### config.mk
export PLATFORM = sky130hd
export DESIGN_NAME = weight_replay_buffer
export DESIGN_NICKNAME = d
export VERILOG_FILES = /design/src/rtl/weight_replay_buffer.sv
export SDC_FILE = /design/constraint.sdc
export NUM_CORES = 1
export LEC_CHECK = 0
export CELL_PAD_IN_SITES_DETAIL_PLACEMENT = 0
export CELL_PAD_IN_SITES_GLOBAL_PLACEMENT = 2
export CORE_UTILIZATION = 30
export CTS_BUF_LIST = sky130_fd_sc_hd__clkbuf_4 sky130_fd_sc_hd__clkbuf_8
export CTS_CLUSTER_SIZE = 25
export DETAILED_ROUTE_END_ITERATION = 10
export GPL_ROUTABILITY_DRIVEN = 0
export MAX_ROUTING_LAYER = met4
export PLACE_DENSITY_LB_ADDON = 0.1
export SYNTH_ARGS = -nofsm -noshare
export SYNTH_HDL_FRONTEND = slang
export SYNTH_SLANG_ARGS = --single-unit
### constraint.sdc
create_clock -name clk -period 2.3 [get_ports clk]
set_input_delay 0.46 -clock clk [delete_from_list [all_inputs] [get_ports clk]]
set_output_delay 0.46 -clock clk [all_outputs]
set_load 0.05 [all_outputs]
### src/rtl/weight_replay_buffer.sv
// weight_replay_buffer
// Captures one weight tensor (DEPTH beats of PARALLELISM words) from the
// weight streamer, then replays it REPEAT times to the matmul datapath
// before accepting the next tensor. Every output is driven from a register.
module weight_replay_buffer #(
   parameter int DATA_WIDTH  = 16,
   parameter int PARALLELISM = 1,
   parameter int DEPTH       = 32,
   parameter int REPEAT      = 4,
   parameter int PTR_WIDTH   = $clog2(DEPTH) + 1,
   parameter int REP_WIDTH   = $clog2(REPEAT) + 1
) (
   input  logic                  clk,
   input  logic                  rst,
   input  logic [DATA_WIDTH-1:0] data_in [PARALLELISM],
   input  logic                  data_in_valid,
   output logic                  data_in_ready,
   output logic [DATA_WIDTH-1:0] data_out [PARALLELISM],
   output logic                  data_out_valid,
   input  logic                  data_out_ready,
   output logic                  tensor_done,
   output logic                  busy
);

   localparam int WORD_W = PARALLELISM * DATA_WIDTH;
   // storage address width; a single-entry memory still takes a 1-bit index
   localparam int AW     = (DEPTH > 1) ? $clog2(DEPTH) : 1;

   localparam logic [0:0] FILL   = 1'b0;
   localparam logic [0:0] REPLAY = 1'b1;

   localparam logic [PTR_WIDTH-1:0] LAST_BEAT = PTR_WIDTH'(DEPTH - 1);
   localparam logic [REP_WIDTH-1:0] LAST_REP  = REP_WIDTH'(REPEAT - 1);

   logic [0:0]            r_state;
   logic [PTR_WIDTH-1:0]  r_wr_ptr;
   logic [PTR_WIDTH-1:0]  r_rd_ptr;
   logic [REP_WIDTH-1:0]  r_rep;
   // set once the final beat of the final replay sits in the output register
   logic                  r_all_issued;
   logic                  r_in_ready;
   logic                  r_out_valid;
   logic                  r_done;
   logic                  r_busy;
   logic [DATA_WIDTH-1:0] r_dout [PARALLELISM];
   logic [WORD_W-1:0]     r_mem [DEPTH];

   logic [WORD_W-1:0]     w_din_flat;
   logic [WORD_W-1:0]     w_rd_flat;
   logic                  w_in_hs;
   logic                  w_out_hs;
   logic                  w_load;

   // flatten the input lanes into one storage word, lane 0 in the low bits
   always_comb begin
      w_din_flat = '0;
      for (int i = 0; i < PARALLELISM; i++)
         w_din_flat[i*DATA_WIDTH +: DATA_WIDTH] = data_in[i];
   end

   assign w_rd_flat = r_mem[r_rd_ptr[AW-1:0]];
   assign w_in_hs   = (r_state == FILL) && data_in_valid && r_in_ready;
   assign w_out_hs  = r_out_valid && data_out_ready;
   // refill the output register when it is empty or being drained
   assign w_load    = (r_state == REPLAY) && !r_all_issued &&
                      (!r_out_valid || data_out_ready);

   // tensor storage: written only during capture, never reset
   always_ff @(posedge clk) begin
      if (w_in_hs)
         r_mem[r_wr_ptr[AW-1:0]] <= w_din_flat;
   end

   // capture / replay control and the registered output stage
   always_ff @(posedge clk or negedge rst) begin
      if (!rst) begin
         r_state      <= FILL;
         r_wr_ptr     <= '0;
         r_rd_ptr     <= '0;
         r_rep        <= '0;
         r_all_issued <= 1'b0;
         r_in_ready   <= 1'b0;
         r_out_valid  <= 1'b0;
         r_done       <= 1'b0;
         r_busy       <= 1'b0;
         for (int i = 0; i < PARALLELISM; i++)
            r_dout[i] <= '0;
      end else begin
         r_done <= 1'b0;
         case (r_state)
            FILL: begin
               if (w_in_hs) begin
                  if (r_wr_ptr == LAST_BEAT) begin
                     r_wr_ptr     <= '0;
                     r_in_ready   <= 1'b0;
                     r_state      <= REPLAY;
                     r_rd_ptr     <= '0;
                     r_rep        <= '0;
                     r_all_issued <= 1'b0;
                     r_busy       <= 1'b1;
                  end else begin
                     r_wr_ptr <= r_wr_ptr + 1'b1;
                  end
               end else begin
                  r_in_ready <= 1'b1;
               end
            end
            REPLAY: begin
               if (w_out_hs && r_all_issued) begin
                  // final beat of final replay handed over
                  r_out_valid  <= 1'b0;
                  r_state      <= FILL;
                  r_busy       <= 1'b0;
                  r_in_ready   <= 1'b1;
                  r_done       <= 1'b1;
                  r_all_issued <= 1'b0;
               end else if (w_load) begin
                  r_out_valid <= 1'b1;
                  for (int i = 0; i < PARALLELISM; i++)
                     r_dout[i] <= w_rd_flat[i*DATA_WIDTH +: DATA_WIDTH];
                  if (r_rd_ptr == LAST_BEAT) begin
                     r_rd_ptr <= '0;
                     r_rep    <= r_rep + 1'b1;
                     if (r_rep == LAST_REP)
                        r_all_issued <= 1'b1;
                  end else begin
                     r_rd_ptr <= r_rd_ptr + 1'b1;
                  end
               end
            end
            default: r_state <= FILL;
         endcase
      end
   end

   assign data_in_ready  = r_in_ready;
   assign data_out       = r_dout;
   assign data_out_valid = r_out_valid;
   assign tensor_done    = r_done;
   assign busy           = r_busy;

endmodule

==> impl_metrics.ini, run 1 <==
[route]
antenna_viol_nets_final = 0
vias_per_cell = 4.73
detail_route.drc_violations = 0
dr.first_iter.drc_count = 635
detail_route.first_pass.iterations = 5
wl_per_cell_um = 23.5
vias = 11400
post_route_wl_um = 56500

[critical_path]
delay_of_the_slowest_cell_on_the_worst_path_ps = 580
worst_ep_required_time_ps = 2950
worstPathArrival_ps = 2860
worstPathBufferInverterCount = 2
timing.critical_path.max_delay_family = compound AO/OA/AOI/OAI gates
top_fanout_value_on_the_critical_path = 13
timing.critical_path.from_type = flip-flop
cp_cell_sequence = and2_1 > buf_12 > buf_4 > a22oi_1 > a21oi_1 > a211oi_1 > a221o_1
setup.worst_path.class = reg -> reg
crit_slowest_cell = sky130_fd_sc_hd__dfrtp_4
end_kind = flip-flop

[timing]
worstMarginPinSlew_ps = 778
fin_crit_sh = 0.959
fin_skew_ps = 31.3
slew_headroom = 0.482
final_setup_fails = 0
unrepaired_setup_endpoints_after_global_routing = false
slew_violations = 0
timing.setup.tns_ps = 0
clock.fmax_mhz = 453
report.final.hold_viol_count = 0
post-route-min-period_ps = 2210

[clock_network]
cts-buffers-inserted = 99
max-clock-path-buffers = 3
clkTransAtPathRegs_ps = 60
cts_tree = yes
tritoncts_num_sinks = 549
insertion_delay_ps = 720
cts_h_tree_depth = 3
cts.root.buffer_cell = sky130_fd_sc_hd__clkbuf_8

[floorplanning]
core.rowCount = 97
die_area_um2 = 73000
die_w_um = 270
die_height_um = 270
pin_count = 40
initial_utilization = 0.306
core_area_um2 = 70600

[min_path]
hold_path.class = in -> async

[power]
ir_drop_v = 0.000413
leakagePower_nw = 8.65
p_per_area_nw_per_um2 = 934
p_total_mw = 25.0

[finish]
fill_cells = 6644
final_nets = 1411
layout-area-overhead-vs-synth_pct = 23.9
top_library_cells_by_usage_in_the_layout_fill_and_taps_aside = 512 x sky130_fd_sc_hd__edfxtp_1, 148 x sky130_fd_sc_hd__mux2i_1, 106 x sky130_fd_sc_hd__clkbuf_8, 102 x sky130_fd_sc_hd__buf_4, 56 x sky130_fd_sc_hd__buf_12
layout_commonest_cell = sky130_fd_sc_hd__edfxtp_1
share_of_post_route_cells_with_drive_strength_above_1 = 0.304
postLayoutCoreUtil = 0.379

[logic_synthesis]
yosysSeqAreaShare = 0.755
netlist.top_cell.by_area = sky130_fd_sc_hd__edfxtp_1
synth_edf_count = 512
synth_top_area_frac = 0.712
postSynthAreaPerCell_um2 = 18.8
synth.yosys.warnings = 0
postSynth.asyncResetShare = 0.0674
synth_ff_type = sky130_fd_sc_hd__edfxtp_1
synthesis.area_um2 = 21600
ys_top_cells_by_area = sky130_fd_sc_hd__edfxtp_1 71%, sky130_fd_sc_hd__mux2i_1 6.9%, sky130_fd_sc_hd__mux4_2 5.0%, sky130_fd_sc_hd__dfrtp_1 4.3%, sky130_fd_sc_hd__a22oi_1 1.8%
synthesis.nets = 1178
post_synthesis_cell_type_count = 52
ys_ff_latch = 549
post_synth_inst_count = 1151

[global_routing]
globalRouteOverflowTotal = 0
grt_first_pass_wirelength_um = 84100
grt_start_max_net_pins = 33
global_route.usage.total = 0.163
first_global_vias = 12100
antenna_found_initial = 4

[run_status]
outcome = complete, no violations

[placed_design]
detailed_placer_s_ending_hpwl_um = 35800
buffer_ports.inserted = 39

[flow_run]
maxCapViolCount = 0
==> sequential cells by signal (all words and copies together) (netlist names) <==
name,cells
tensor_done,1
busy,1
r_wr_ptr,6
r_rd_ptr,6
data_out,16
r_mem,512
data_out_valid,1
data_in_ready,1
r_rep,3
r_state,1
r_all_issued,1
==> path summary, 6_finish.rpt <==
check                      cells past startpoint  slack, ps            from          end
min reg2reg                                    2        480     data_out[3]  data_out[3]
max in group asynchronous                      3       1280             rst  data_out[8]
max                                            7         90     r_rd_ptr[2]  data_out[5]
min in group clk                               3        440  data_out_ready  tensor_done
min                                            2        380             rst  data_out[5]
max reg2reg                                    7         90     r_rd_ptr[2]  data_out[5]
==> synth_stat cells (all sizes together), types with 16 or more instances <==
cell	number
a21oi	34
a22oi	52
buf	41
clkbuf	25
dfrtp	37
edfxtp	512
mux2	24
mux2i	149
mux4	48
nand2	29
nor2	40
nor2b	16
==> layer usage <==
metal  global-route usage  routed length, um  share of wire  vias up
met5                    -                  0              0        -
met4               0.0526               1420          0.025        0
met3               0.0307               2070          0.037      108
met2                0.244              26100           0.46      218
met1                0.222              26900           0.48     5863
li1                     -                  -              -     5174
==> power breakdown <==
| group | leakage [nW] | internal, mW | switching (mW) |
|---|---|---|---|
| clock network | 1.04 | 4.88 | 4.13 |
| logic | 2.53 | 1.56 | 2.36 |
| registers | 5.07 | 11.6 | 0.409 |
==> metrics by stage <==
| stage | cell area [um2] | setup WS (ps) | std cells | hold slack, ps |
|---|---|---|---|---|
| 6_report | 26700 | 94.3 | 2403 | 376 |
| 2_1_floorplan | 21600 | -189 | 1151 | 164 |
| 3_5_place_dp | 24700 | -237 | 2219 | 465 |
| 5_1_grt | 26700 | 5.26 | 2403 | 390 |
| 4_1_cts | 26700 | 0.811 | 2402 | 324 |
| 3_3_place_gp | 24700 | -231 | 2219 | 461 |
==> layout make-up <==
| cell class | count | area [um2] | share of cell area |
|---|---|---|---|
| Sequential cell | 549 | 16300 | 0.610 |
| Multi-Input combinational cell | 532 | 5030 | 0.188 |
| Timing Repair Buffer | 198 | 2260 | 0.0845 |
| Clock buffer | 136 | 1680 | 0.0630 |
| Tap cell | 940 | 1180 | 0.0440 |
| Clock inverter | 43 | 260 | 0.00973 |
| Inverter | 4 | 15.0 | 0.000561 |
| Antenna cell | 1 | 2.50 | 0.0000936 |
==> kinds of logic after synthesis <==
| family | synth area share |
|---|---|
| buf+inv | 0.0177 |
| xor+xnor | 0.000812 |
| flops | 0.755 |
| mux | 0.132 |
| simple gates | 0.0274 |
| fa+ha+maj | 0.00406 |
| compound gates | 0.0630 |
==> repair_timing <==
item                       in CTS  in global routing
gates resized for setup        27                  4
hold endpoints to repair       25                  0
hold buffers                    1                  0
buffers inserted                3                  0
setup endpoints to repair      26                  4
(Power assumes the default switching activity.)
==> run 2: changes to the inputs <==
--- a/config.mk
+++ b/config.mk
@@ -5,13 +5,13 @@
 export SDC_FILE = /design/constraint.sdc
 export NUM_CORES = 1
 export LEC_CHECK = 0
+export ABC_CLOCK_PERIOD_IN_PS = 2300
 export CELL_PAD_IN_SITES_DETAIL_PLACEMENT = 0
 export CELL_PAD_IN_SITES_GLOBAL_PLACEMENT = 2
 export CORE_UTILIZATION = 30
 export CTS_BUF_LIST = sky130_fd_sc_hd__clkbuf_4 sky130_fd_sc_hd__clkbuf_8
 export CTS_CLUSTER_SIZE = 25
 export DETAILED_ROUTE_END_ITERATION = 10
-export GPL_ROUTABILITY_DRIVEN = 0
 export MAX_ROUTING_LAYER = met4
 export PLACE_DENSITY_LB_ADDON = 0.1
 export SYNTH_ARGS = -nofsm -noshare
==> results of run 2 <==
Same layout as run 1: the final DEF is identical, and so are final timing and power.
==> run 3: changes to the inputs <==
--- a/config.mk
+++ b/config.mk
@@ -8,7 +8,7 @@
 export ABC_CLOCK_PERIOD_IN_PS = 2300
 export CELL_PAD_IN_SITES_DETAIL_PLACEMENT = 0
 export CELL_PAD_IN_SITES_GLOBAL_PLACEMENT = 2
-export CORE_UTILIZATION = 30
+export CORE_UTILIZATION = 45
 export CTS_BUF_LIST = sky130_fd_sc_hd__clkbuf_4 sky130_fd_sc_hd__clkbuf_8
 export CTS_CLUSTER_SIZE = 25
 export DETAILED_ROUTE_END_ITERATION = 10
==> run 3 against run 2 <==
Design area decreased by 3.5%; critical endpoint is now tensor_done; sequential share of layout area increased by 2.2 points; first-iteration DRC count increased by 20%; register-to-register slack about the same; worst hold slack got worse by 30 ps; total power decreased by 3.9%; critical path type is now reg -> out.
==> impl_metrics.ini, run 3 (same netlist as run 1, synthesis figures left out) <==
[clock_network]
cts_tree = yes
cts_h_tree_depth = 3
cts-buffers-inserted = 91
cts.root.buffer_cell = sky130_fd_sc_hd__clkbuf_8
tritoncts_num_sinks = 549
insertion_delay_ps = 670
max-clock-path-buffers = 3
clkTransAtPathRegs_ps = 60

[route]
vias_per_cell = 5.56
vias = 11400
detail_route.first_pass.iterations = 5
detail_route.drc_violations = 0
post_route_wl_um = 51400
dr.first_iter.drc_count = 759
antenna_viol_nets_final = 0
wl_per_cell_um = 25.2

[finish]
number_of_antenna_repair_diodes = 0
top_library_cells_by_usage_in_the_layout_fill_and_taps_aside = 512 x sky130_fd_sc_hd__edfxtp_1, 149 x sky130_fd_sc_hd__mux2i_1, 107 x sky130_fd_sc_hd__buf_4, 99 x sky130_fd_sc_hd__clkbuf_8, 52 x sky130_fd_sc_hd__a22oi_1
layout_commonest_cell = sky130_fd_sc_hd__edfxtp_1
flip_flop_count_of_the_largest_register_all_copies_and_words_added = 512
final_nets = 1393
share_of_post_route_cells_with_drive_strength_above_1 = 0.269
layout-area-overhead-vs-synth_pct = 19.5

[power]
p_per_area_nw_per_um2 = 931
ir_drop_v = 0.000665
p_total_mw = 24.0
leakagePower_nw = 8.45

[placed_design]
detailed_placer_s_ending_hpwl_um = 32500
buffer_ports.inserted = 39
place.gp.congestion = 0.824
placement.setup.worst_slack_ps = -272

[timing]
final_setup_fails = 0
clock.fmax_mhz = 451
fin_crit_sh = 0.964
worstMarginPinSlew_ps = 618
slew_headroom = 0.588
fin_skew_ps = 25.6
unrepaired_setup_endpoints_after_global_routing = true
report.final.hold_viol_count = 0
timing.final.ws_setup_ps = 82.7
holdWs_ps = 346
slew_violations = 0
post-route-min-period_ps = 2220

[critical_path]
crit_slowest_cell = sky130_fd_sc_hd__clkdlybuf4s50_1
timing.critical_path.max_delay_family = buffers and inverters
end_kind = output pin
worstPathBufferInverterCount = 1
worst_ep_required_time_ps = 1840
top_fanout_value_on_the_critical_path = 1
timing.rr.end = data_out[11]
cp_cell_sequence = clkdlybuf4s50_1
setup.worst_path.class = reg -> out
worst_r2r_path_depth = 5
delay_of_the_slowest_cell_on_the_worst_path_ps = 790
timing.critical_path.from_type = flip-flop
worstPathArrival_ps = 1760
reg2reg_setup_slack_ps = 90
crit-reg2reg-launch = r_rd_ptr[1]

[global_routing]
globalRouteOverflowTotal = 0
first_global_vias = 11700
antenna_found_initial = 0
global_route.usage.total = 0.222
grt_start_max_net_pins = 52
grt_first_pass_wirelength_um = 76300

[floorplanning]
pin_count = 40
die_height_um = 221
die_w_um = 221
core_area_um2 = 47000
die_area_um2 = 48800
core.rowCount = 79
initial_utilization = 0.460

[flow_run]
maxCapViolCount = 0

[run_status]
outcome = complete, no violations

[min_path]
hold_path.class = in -> async
run 3: area by class of cell:
cell class,instances,area [um2]
clock buffer,128,1580
fill,3683,21200
sequential,549,16300
multi-input combinational,532,4940
tap,607,759
inverter,4,15.0
timing repair buffer,188,2000
clock inverter,36,198
run 3: per-layer routing:
layer	GRT usage	routed length [um]
met3	0.0444	2640
met2	0.336	24200
met5	-	0
met1	0.303	23400
met4	0.0690	1210
run 3: timing repair:
action | 4_1_cts | 5_1_grt
endpoints found under the hold margin | 22 | 0
hold buffers | 1 | 0
buffers inserted | 0 | 0
resized for setup | 19 | 2
endpoints found under the setup margin | 19 | 2
run 3: through the flow:
stage	TNS (ps)	cell area [um2]	util	instances
2_1_floorplan	-71870	21600	-	1151
3_3_place_gp	-19590	24000	0.512	1879
3_5_place_dp	-19740	24000	0.512	1879
4_1_cts	0	25800	0.549	2044
5_1_grt	-2.01	25800	0.549	2044
6_report	0	25800	0.549	2044
run 3: report_power, final:
group | switching, mW | total [mW] | internal [mW]
Combinational | 2.22 | 3.63 | 1.41
Clock | 3.82 | 8.36 | 4.54
Sequential | 0.381 | 12.0 | 11.6
Total | 6.42 | 24.0 | 17.6
run 3: worst max-delay path by stage:
stage                        startpoint             to  cells past startpoint
after floorplan           data_in_ready   r_mem[29][0]                      4
after global placement    data_in_valid  r_mem[28][11]                      7
after detailed placement  data_in_valid  r_mem[28][10]                      7
after CTS                   tensor_done    tensor_done                      1
after global routing        r_rd_ptr[1]   data_out[11]                      5
final                       tensor_done    tensor_done                      1
